<file path="src/rtl/ir_loader_tx_if.sv">
// Instruction loader bus: host/ROM source handshake on one side, the
// instruction word bus toward the decoder plus status on the other.
//   start         : request a new load sequence
//   src_data/valid: next instruction word offered by the source
//   src_ready     : loader accepts src_data this cycle
//   data_out      : instruction word driven toward the decoder
//   data_strobe   : one-cycle pulse on the first cycle a new word is driven
//   busy          : sequence in progress
//   load_finished : every word of the load has been sent (level)
//   line_count    : words completed so far
interface ir_loader_tx_if #(
    parameter int unsigned DATA_WIDTH = 8
);
    logic                  start;
    logic [DATA_WIDTH-1:0] src_data;
    logic                  src_valid;
    logic                  src_ready;
    logic [DATA_WIDTH-1:0] data_out;
    logic                  data_strobe;
    logic                  busy;
    logic                  load_finished;
    logic [7:0]            line_count;

    // Host / environment side
    modport master (
        output start, src_data, src_valid,
        input  src_ready, data_out, data_strobe, busy, load_finished, line_count
    );

    // Loader side
    modport slave (
        input  start, src_data, src_valid,
        output src_ready, data_out, data_strobe, busy, load_finished, line_count
    );
endinterface

</file>
<file path="src/rtl/ir_loader_tx.sv">
// Instruction loader transmitter: pulls LINES words from a valid/ready
// source and drives each onto data_out for HOLD cycles, so a downstream
// two-stage stability sampler sees every word on two consecutive samples.
// Ports:
//   clk   : clock
//   rst_n : synchronous active-low reset
//   bus   : ir_loader_tx_if.slave (start, source handshake, word bus, status)
module ir_loader_tx #(
    parameter int unsigned DATA_WIDTH = 8,
    parameter int unsigned LINES      = 255,
    parameter int unsigned HOLD       = 4
) (
    input  logic          clk,
    input  logic          rst_n,
    ir_loader_tx_if.slave bus
);

    localparam int unsigned HCW = (HOLD > 1) ? $clog2(HOLD) : 1;
    localparam int unsigned LCW = 8;

    typedef enum logic [1:0] {
        ST_IDLE     = 2'd0,
        ST_WAIT_SRC = 2'd1,
        ST_HOLD     = 2'd2,
        ST_DONE     = 2'd3
    } state_t;

    state_t                state;
    logic [HCW-1:0]        hold_cnt;
    logic [DATA_WIDTH-1:0] data_q;
    logic                  strobe_q;
    logic                  busy_q;
    logic                  fin_q;
    logic [LCW-1:0]        count_q;
    logic [LCW-1:0]        count_inc;

    assign count_inc = count_q + LCW'(1);

    // Sequencer: one word per WAIT_SRC + HOLD cycles, status registered with state
    always_ff @(posedge clk) begin
        if (!rst_n) begin
            state    <= ST_IDLE;
            hold_cnt <= '0;
            data_q   <= '0;
            strobe_q <= 1'b0;
            busy_q   <= 1'b0;
            fin_q    <= 1'b0;
            count_q  <= '0;
        end else begin
            strobe_q <= 1'b0;
            case (state)
                ST_IDLE, ST_DONE: begin
                    if (bus.start) begin
                        state   <= ST_WAIT_SRC;
                        count_q <= '0;
                        fin_q   <= 1'b0;
                        busy_q  <= 1'b1;
                    end
                end
                ST_WAIT_SRC: begin
                    // A stalled source simply leaves the previous word on the bus
                    if (bus.src_valid) begin
                        data_q   <= bus.src_data;
                        strobe_q <= 1'b1;
                        hold_cnt <= '0;
                        state    <= ST_HOLD;
                    end
                end
                ST_HOLD: begin
                    if (hold_cnt == HCW'(HOLD - 1)) begin
                        count_q <= count_inc;
                        if (count_inc == LCW'(LINES)) begin
                            state  <= ST_DONE;
                            busy_q <= 1'b0;
                            fin_q  <= 1'b1;
                        end else begin
                            state <= ST_WAIT_SRC;
                        end
                    end else begin
                        hold_cnt <= hold_cnt + HCW'(1);
                    end
                end
                default: state <= ST_IDLE;
            endcase
        end
    end

    // src_ready is a pure decode of the registered state
    assign bus.src_ready     = (state == ST_WAIT_SRC);
    assign bus.data_out      = data_q;
    assign bus.data_strobe   = strobe_q;
    assign bus.busy          = busy_q;
    assign bus.load_finished = fin_q;
    assign bus.line_count    = count_q;

endmodule

</file>
<file path="src/flat_wrapper.sv">
// flat-port wrapper written by rule: the top's interface ports become plain ports
module ir_loader_tx_flat 
#(
    parameter int unsigned DATA_WIDTH = 8,
    parameter int unsigned LINES      = 255,
    parameter int unsigned HOLD       = 4
)
  (clk, rst_n, bus_start, bus_src_data, bus_src_valid, bus_src_ready, bus_data_out, bus_data_strobe, bus_busy, bus_load_finished, bus_line_count);
  ir_loader_tx_if #(.DATA_WIDTH(DATA_WIDTH)) bus_i ();
  input  logic clk;
  input  logic rst_n;
  input wire logic [$bits(bus_i.start)-1:0] bus_start;
  input wire logic [$bits(bus_i.src_data)-1:0] bus_src_data;
  input wire logic [$bits(bus_i.src_valid)-1:0] bus_src_valid;
  output wire logic [$bits(bus_i.src_ready)-1:0] bus_src_ready;
  output wire logic [$bits(bus_i.data_out)-1:0] bus_data_out;
  output wire logic [$bits(bus_i.data_strobe)-1:0] bus_data_strobe;
  output wire logic [$bits(bus_i.busy)-1:0] bus_busy;
  output wire logic [$bits(bus_i.load_finished)-1:0] bus_load_finished;
  output wire logic [$bits(bus_i.line_count)-1:0] bus_line_count;
  assign bus_i.start = bus_start;
  assign bus_i.src_data = bus_src_data;
  assign bus_i.src_valid = bus_src_valid;
  assign bus_src_ready = bus_i.src_ready;
  assign bus_data_out = bus_i.data_out;
  assign bus_data_strobe = bus_i.data_strobe;
  assign bus_busy = bus_i.busy;
  assign bus_load_finished = bus_i.load_finished;
  assign bus_line_count = bus_i.line_count;
  ir_loader_tx #(.DATA_WIDTH(DATA_WIDTH), .LINES(LINES), .HOLD(HOLD)) u_core (.clk(clk), .rst_n(rst_n), .bus(bus_i));
endmodule
</file>
<file path="config.mk">
export PLATFORM = sky130hd
export DESIGN_NAME = ir_loader_tx_flat
export DESIGN_NICKNAME = d
export VERILOG_FILES = /design/src/rtl/ir_loader_tx_if.sv /design/src/rtl/ir_loader_tx.sv /design/src/flat_wrapper.sv
export SDC_FILE = /design/constraint.sdc
export NUM_CORES = 1
export LEC_CHECK = 0
export CAP_MARGIN = 20
export CORE_MARGIN = 1.5
export CORE_UTILIZATION = 45
export CTS_CLUSTER_DIAMETER = 150
export DETAILED_ROUTE_END_ITERATION = 12
export PLACE_DENSITY = 0.87
export REMOVE_ABC_BUFFERS = 1
export SETUP_SLACK_MARGIN = 0.5
export SLEW_MARGIN = 20
export SYNTH_ARGS = -nofsm -noshare
export SYNTH_HDL_FRONTEND = slang
export SYNTH_SLANG_ARGS = --single-unit
export TNS_END_PERCENT = 50
</file>
<file path="constraint.sdc">
create_clock -name clk -period 6 [get_ports clk]
set_input_delay 0.9 -clock clk [delete_from_list [all_inputs] [get_ports clk]]
set_output_delay 0.9 -clock clk [all_outputs]
set_load 0.01 [all_outputs]
</file>
==> results.ini, run 1 <==
[run_status]
status = finished, final reports clean

[setup_path]
start_kind = register
r2r_start = u_core.state[0]
ff2ff_path_depth = 6
reg2reg_to = u_core.bus.line_count[6]
arrival_ns = 1.83
end_kind = output port
critPathMaxFanout = 14
worstSetupPathType = reg2out
regToRegSetupSlack_ns = 3.94
cp_data_required_time_ns = 5.10

[hold_path]
whs_path_depth = 2
min_to = u_core.bus.data_out[6]
hold_class = reg2reg
min_from = u_core.bus.data_out[6]

[clock_network]
insertion_delay_ns = 0.31
cts_max_path_buffers = 2
cts.sinks = 23
h-tree-depth = 1
cts-root-buf = clkbuf_4
cts_made_buffers = 3
hold_buffers = 0
post-cts-setup-buffers = 0
cts_tree = yes
cts_resized = 0
clk_pin_slew_worst_paths_ns = 0.12

[placed_design]
gp_routability_congestion = 0.798
io_buffers = 31
place_inst = 194
place_area_um2 = 1470
dp_hpwl_mm = 1.93

[finish]
stdcell_count = 198
drive_gt1_frac = 0.0417
area_delta_synth_final_pct = 29.9
multi_input_area_um2 = 642
ff_latch_area_um2 = 460
fin_area_um2 = 1500
fin_util = 0.609
num_antenna_cells = 0
filler_cell_count = 220
nets = 187

[grt]
gr-usage-met1 = 0.236
grt_busiest_layer = met2
grt_overflow = 0
grtUsageTotal = 0.198
grt_util_met2 = 0.358
antenna_found_initial = 0
grt_start_max_net_pins = 21
grt_pass1_wl_mm = 4.20
grt_pass1_vias = 1028
grtUsageMet3 = 0.0278

[synthesis]
dominantRegCellSynth = dfxtp_1
synth_compound_area_frac = 0.199
synth.area.mux_share = 0.00870
yosysMostFrequentCell = dfxtp_1
post_synth_and_or_nand_nor_area_fraction = 0.270
synth_xor_area_frac = 0.0152
ys_top_cells_by_count = 23 x dfxtp_1, 16 x nand2_1, 15 x a21oi_1
yosysSeqAreaShare = 0.400
ys_warn_count = 0
synth_cell_types = 35
netlist_area_um2 = 1150
syn_area_per_cell_um2 = 8.22
synth_top_cell_by_area = dfxtp_1
ys_ff_latch = 23
ys_async_sr_fraction = 0
synth-edff-count = 0
yosys.area.top_type_share = 0.400
netlist_instances = 140
synth_area_leaders = dfxtp_1 40%, a21oi_1 6.5%, ha_1 6.5%, nand2_1 5.2%, nand3_1 4.8%
synth_top_family_by_area = simple AND/OR/NAND/NOR gates
synthAdderAreaFrac = 0.0652

[sta]
finalClockSkew_ns = 0.00142
drv_slew = 0
worst_slew_margin_rel = 0.584
hold_viol_final = 0
worst_pin_slew_ns = 0.623
setup_viol = 0
min_period_ns = 2.73
max_freq_ghz = 0.367
setup-tns-final_ns = 0
finalCritPeriodShare = 0.454
rsz0062_at_grt = no

[power_and_ir_drop]
power.leakage_nw = 0.515
power_density_nw_per_um2 = 309
irDropWorstVdd_uv = 207

[floorplanning]
rows = 18
die_x_um = 53.6
dieArea_um2 = 2870
io-pin-count = 32
core_um2 = 2450
initial_core_util = 0.469
die_y_um = 53.6

[routing]
drt_iter0_markers = 22
avgRoutedWirePerCell_um = 12.9
drt-pass1-iter-count = 4
wl_mm = 2.56
via_per_inst = 5.61
drcViolationCount = 0
antenna_left = 0
vias = 1110

[flow_run]
max_cap_violations = 0

## power breakdown
| group | total (mW) | internal (mW) | switching (mW) | leakage (nW) |
|---|---|---|---|---|
| sequential | 0.187 | 0.173 | 0.0139 | 0.187 |
| clock | 0.0695 | 0.0260 | 0.0435 | 0.0150 |
| combinational | 0.205 | 0.0855 | 0.120 | 0.313 |
| total | 0.462 | 0.285 | 0.177 | 0.515 |
## worst max-delay path by stage
| stage | startpoint | slack (ns) | depth (start not counted) | end |
|---|---|---|---|---|
| floorplan | bus_start | 4.06 | 4 | u_core.bus.line_count[6] |
| finish | u_core.state[1] | 3.27 | 3 | bus_src_ready |
| global placement | bus_src_valid | 3.43 | 5 | u_core.state[1] |
| detailed placement | bus_src_valid | 3.34 | 5 | u_core.state[1] |
| global route | u_core.state[1] | 3.18 | 3 | bus_src_ready |
| CTS | u_core.state[1] | 3.26 | 3 | bus_src_ready |
## registers in the layout (all words and copies together) (netlist names)
signal / cells
u_core.bus.data_strobe: 1
u_core.hold_cnt: 2
u_core.bus.data_out: 8
u_core.bus.load_finished: 1
u_core.state: 2
u_core.bus.busy: 1
u_core.bus.line_count: 8
## layout make-up
cell class,instances,share of cell area
multi-input combinational,105,0.429
clock buffer,4,0.0176
inverter,5,0.0126
timing repair buffer,31,0.208
sequential,23,0.308
tap,30,0.0251
## placed cells by master, fill, tap and decap left out, drive strengths merged, types with 3 or more instances in the layout
master / n
ha: 6
and3: 3
nor2b: 4
nand3: 11
inv: 5
a21oi: 15
or3b: 3
o21ai: 7
clkbuf: 4
or3: 5
nor3: 7
dfxtp: 23
nor2: 9
clkdlybuf4s50: 31
nand2: 16
## metal layers
layer / share of wire / vias up
li1: - / 554
met1: 0.43 / 522
met2: 0.51 / 29
met3: 0.046 / 5
met4: 0.016 / 0
met5: 0 / -
## worst max-delay path, cell delays in order (launching register included)
cell	delay (ns)
dfxtp_1	0.35
inv_1	0.09
ha_1	0.45
clkdlybuf4s50_1	0.63
## logic make-up after synthesis
logic type / after synthesis
DFF: 23
buffers and inverters: 12
adders and majority gates: 6
muxes: 1
AOI/OAI and AO/OA: 35
xor gates and xnor gates: 2
and+or+nand+nor: 61
## stage by stage
stage / power (mW) / hold WS (ns) / setup slack [ns]
after floorplan: 0.323 / 0.461 / 4.06
after global placement: 0.384 / 0.442 / 3.43
after detailed placement: 0.396 / 0.446 / 3.34
after CTS: 0.468 / 0.464 / 3.26
after global routing: 0.501 / 0.482 / 3.18
final: 0.462 / 0.463 / 3.27
Note: power is estimated with default switching activity, not from simulation.
==> run 2: changes to the inputs <==
Settings changed: CORE_UTILIZATION 45 to 42, PLACE_DENSITY 0.87 to 0.85.
Clock period 6 ns to 2.5 ns, I/O delays scaled along.
==> results.ini, run 2 (synthesis gave the netlist of run 1 again) <==
[run_status]
status = finished, final reports clean

[finish]
nets = 188
filler_cell_count = 220
fin_util = 0.606
num_antenna_cells = 0
layout_commonest_cell = clkdlybuf4s50_1
most-common-layout-cells = 31 x clkdlybuf4s50_1, 22 x dfxtp_1, 16 x nand2_1
area_delta_synth_final_pct = 34.0
drive_gt1_frac = 0.101

[routing]
drt-pass1-iter-count = 4
drcViolationCount = 0
wl_mm = 2.78
antenna_left = 0
drt_iter0_markers = 25
via_per_inst = 5.69
avgRoutedWirePerCell_um = 13.9
vias = 1132

[placed_design]
gp_routability_congestion = 0.870
io_buffers = 31
dp_hpwl_mm = 1.98
pre_cts_ws_ns = 0.445

[grt]
grt_start_max_net_pins = 21
grt_pass1_vias = 1051
antenna_found_initial = 0
grt_pass1_wl_mm = 4.51
grt_overflow = 0
grtUsageTotal = 0.176

[setup_path]
arrival_ns = 1.56
path_buf_inv = 2
end_kind = output port
cpPeakStageDelay_ns = 0.56
cp_data_required_time_ns = 2.12
cp.depth = 3
crit_chain = inv_1 > ha_4 > clkdlybuf4s50_1
cp_slowest_cell = clkdlybuf4s50_1
ff2ff_path_depth = 6
crit_family = buffers and inverters
start_kind = register
worstSetupPathType = reg2out
critPathMaxFanout = 14

[clock_network]
post-cts-setup-buffers = 0
cts_made_buffers = 3
cts_max_path_buffers = 2
cts_tree = yes
clk_pin_slew_worst_paths_ns = 0.12
cts-root-buf = clkbuf_4
h-tree-depth = 1
cts.sinks = 23
hold_buffers = 0
insertion_delay_ns = 0.32

[power_and_ir_drop]
power_mw = 1.19
power.leakage_nw = 0.529
power_density_nw_per_um2 = 773
irDropWorstVdd_uv = 457

[flow_run]
max_cap_violations = 0

[sta]
hold_ws_ns = 0.465
worst_slew_margin_rel = 0.572
setup_viol = 0
hold_viol_final = 0
setup-tns-final_ns = 0
drv_slew = 0
max_freq_ghz = 0.516
rsz0062_at_grt = yes
finalWorstSetupSlack_ns = 0.561
finalClockSkew_ns = 0.00677
worst_pin_slew_ns = 0.641
min_period_ns = 1.94
finalCritPeriodShare = 0.776

[floorplanning]
io-pin-count = 32
initial_core_util = 0.452
dieArea_um2 = 3060
die_x_um = 55.4
die_y_um = 55.4
rows = 18
core_um2 = 2540

[hold_path]
whs_path_depth = 2
hold_class = reg2reg

run 2: worst paths after layout:
path | startpoint | to | slack [ns]
max | u_core.state[1] | bus_src_ready | 0.56
min | u_core.bus.data_out[2] | u_core.bus.data_out[2] | 0.46
max reg2reg | u_core.state[0] | u_core.bus.busy | 0.57
min reg2reg | u_core.bus.data_out[2] | u_core.bus.data_out[2] | 0.46
run 2: area by class of cell:
type / instances / area [µm²] / area share
sequential: 23 / 464 / 0.301
inverter: 5 / 18.8 / 0.0122
multi-input combinational: 105 / 677 / 0.439
clock buffer: 3 / 22.5 / 0.0146
tap: 30 / 37.5 / 0.0243
timing repair buffer: 32 / 318 / 0.206
clock inverter: 1 / 5.00 / 0.00324
run 2: layer usage:
metal	GRT usage	wire [µm]	vias up
met5	0	0	-
met2	0.316	1360	48
li1	-	-	558
met4	0.0523	36	0
met1	0.210	1200	519
met3	0.0351	180	7
run 2: tightest hold or removal path: cells and delay by family (launching register included):
kind	cells	cell delay, ns
AO/OA/AOI/OAI	1	0.05
AND/OR/NAND/NOR	1	0.05
flip-flops	1	0.33
run 2: through the flow:
stage	instances	instance area, µm²
finish	199	1540
global route	199	1540
CTS	199	1510
detailed placement	195	1480
global placement	195	1480
floorplan	133	1120
run 2: power by group:
group / internal [mW] / total (mW) / switching (mW)
Clock: 0.0600 / 0.176 / 0.116
Sequential: 0.420 / 0.460 / 0.0398
Combinational: 0.252 / 0.557 / 0.304
run 2: what timing repair did:
item,in CTS,in global routing
gates resized for setup,1,9
endpoints found under the setup margin,5,13
pin swaps,0,0
cloned,0,0
==> run 3: changes to the inputs <==
Settings changed: CORE_UTILIZATION 42 to 45, PLACE_DENSITY 0.85 to 0.87.
Clock period 2.5 ns to 1.8 ns, I/O delays scaled along.
==> results.ini, run 3 (synthesis gave the netlist of run 1 again) <==
[run_status]
status = finished, final reports clean

[routing]
drt_iter0_markers = 20
via_per_inst = 5.65
drt-pass1-iter-count = 4
wl_mm = 3.78
vias = 1271
drcViolationCount = 0
antenna_left = 0
avgRoutedWirePerCell_um = 16.8

[grt]
grtUsageTotal = 0.251
grt_start_max_net_pins = 21
antenna_found_initial = 0
grt_pass1_wl_mm = 5.22
grt_overflow = 0
grt_pass1_vias = 1237

[clock_network]
hold_buffers = 0
cts-root-buf = clkbuf_4
cts_made_buffers = 3
insertion_delay_ns = 0.31
h-tree-depth = 1
clk_pin_slew_worst_paths_ns = 0.12
cts.sinks = 23
cts_tree = yes
cts_max_path_buffers = 2

[floorplanning]
rows = 18
die_y_um = 53.6
dieArea_um2 = 2870
core_um2 = 2450
io-pin-count = 32
initial_core_util = 0.469
die_x_um = 53.6

[sta]
hold_viol_final = 0
rsz0062_at_grt = yes
setup_viol = 0
worst_slew_margin_rel = 0.445
finalClockSkew_ns = 0.00464
finalCritPeriodShare = 0.945
min_period_ns = 1.70
max_freq_ghz = 0.588
drv_slew = 0
hold_ws_ns = 0.469
worst_pin_slew_ns = 0.831

[placed_design]
gp_routability_congestion = 0.832
io_buffers = 31
place_area_um2 = 1570
dp_hpwl_mm = 2.14

[power_and_ir_drop]
p_comb_frac = 0.637
power.leakage_nw = 0.716
power.switching_mw = 0.933
clkPwrFrac = 0.097
intPower_mw = 1.51
seqPwrFrac = 0.266
p_sw_frac = 0.383
power_density_nw_per_um2 = 1210
irDropWorstVdd_uv = 1100

[setup_path]
start_kind = register
arrival_ns = 1.91
end_kind = register
cp_data_required_time_ns = 2.01
worstSetupPathType = reg2reg
critPathMaxFanout = 4

[finish]
drive_gt1_frac = 0.441
ff_latch_area_um2 = 480
nets = 214
most-common-layout-cells = 26 x clkdlybuf4s50_1, 16 x buf_4, 13 x dfxtp_1
area_delta_synth_final_pct = 74.9
layout_commonest_cell = clkdlybuf4s50_1
fin_area_um2 = 2010
num_antenna_cells = 0
multi_input_area_um2 = 890
filler_cell_count = 138

[hold_path]
hold_class = reg2reg

[flow_run]
max_cap_violations = 0

-- run 3: changes by cell type in the layout (fill, tap and decap cells not counted), sizes merged --
cell / before / now
clkbuf: 3 / 5
nand2: 16 / 17
dlygate4sd2: 0 / 2
clkdlybuf4s50: 31 / 26
clkinv: 1 / 0
buf: 1 / 28
-- run 3: cell type report --
cell class / instances / area share
Sequential cell: 23 / 0.239
Tap cell: 30 / 0.0186
Clock buffer: 4 / 0.0131
Inverter: 5 / 0.0106
Multi-Input combinational cell: 106 / 0.442
Timing Repair Buffer: 57 / 0.277
-- run 3: metal layers --
metal  GRT usage  vias up  share of wire
li1            -      609              -
met4      0.0983        0          0.027
met1       0.262      612           0.39
met2       0.496       40           0.55
met5           0        -              0
met3      0.0361       10          0.042
-- run 3: critical path: stages, from the launching register on --
cell and delay (ns):
dfxtp_4 0.39, ha_4 0.17, xnor2_2 0.12, or3_4 0.38
or3_4 0.38, o2111a_1 0.15
-- run 3: power by group through the flow --
| stage | Combinational (mW) | Sequential, mW | Clock (mW) |
|---|---|---|---|
| 2_1_floorplan | 0.431 | 0.647 | 0 |
| 4_1_cts | 1.25 | 0.637 | 0.241 |
| 6_report | 1.55 | 0.649 | 0.237 |
| 3_5_place_dp | 0.893 | 0.633 | 0 |
| 3_3_place_gp | 0.852 | 0.626 | 0 |
| 5_1_grt | 1.63 | 0.655 | 0.260 |
-- run 3: what timing repair did --
action / 4_1_cts / 5_1_grt
pin swaps: 20 / 20
resized for setup: 63 / 30
endpoints found under the setup margin: 43 / 39
cloned: 0 / 2
endpoints found under the hold margin: 0 / 0
buffers inserted: 9 / 2
-- run 3: final timing paths --
kind,cells after the start,endpoint,slack (ns),startpoint
setup / recovery,5,u_core.bus.busy,0.1,u_core.bus.line_count[1]
hold / removal,2,u_core.bus.data_out[7],0.47,u_core.bus.data_out[7]
setup reg to reg,5,u_core.bus.busy,0.1,u_core.bus.line_count[1]
hold reg to reg,2,u_core.bus.data_out[7],0.47,u_core.bus.data_out[7]
-- run 3: per-stage QoR --
| step | utilization | worst slack, ns | std cells | TNS (ns) | total power, mW |
|---|---|---|---|---|---|
| 4_1_cts | 0.750 | 0.153 | 221 | 0 | 2.13 |
| 3_3_place_gp | 0.641 | 0.0513 | 208 | 0 | 1.48 |
| 6_report | 0.820 | 0.0988 | 225 | 0 | 2.44 |
| 3_5_place_dp | 0.641 | -0.0123 | 208 | -0.0123 | 1.53 |
| 2_1_floorplan | - | -0.0693 | 133 | -0.0824 | 1.08 |
| 5_1_grt | 0.820 | 0.0637 | 225 | 0 | 2.54 |
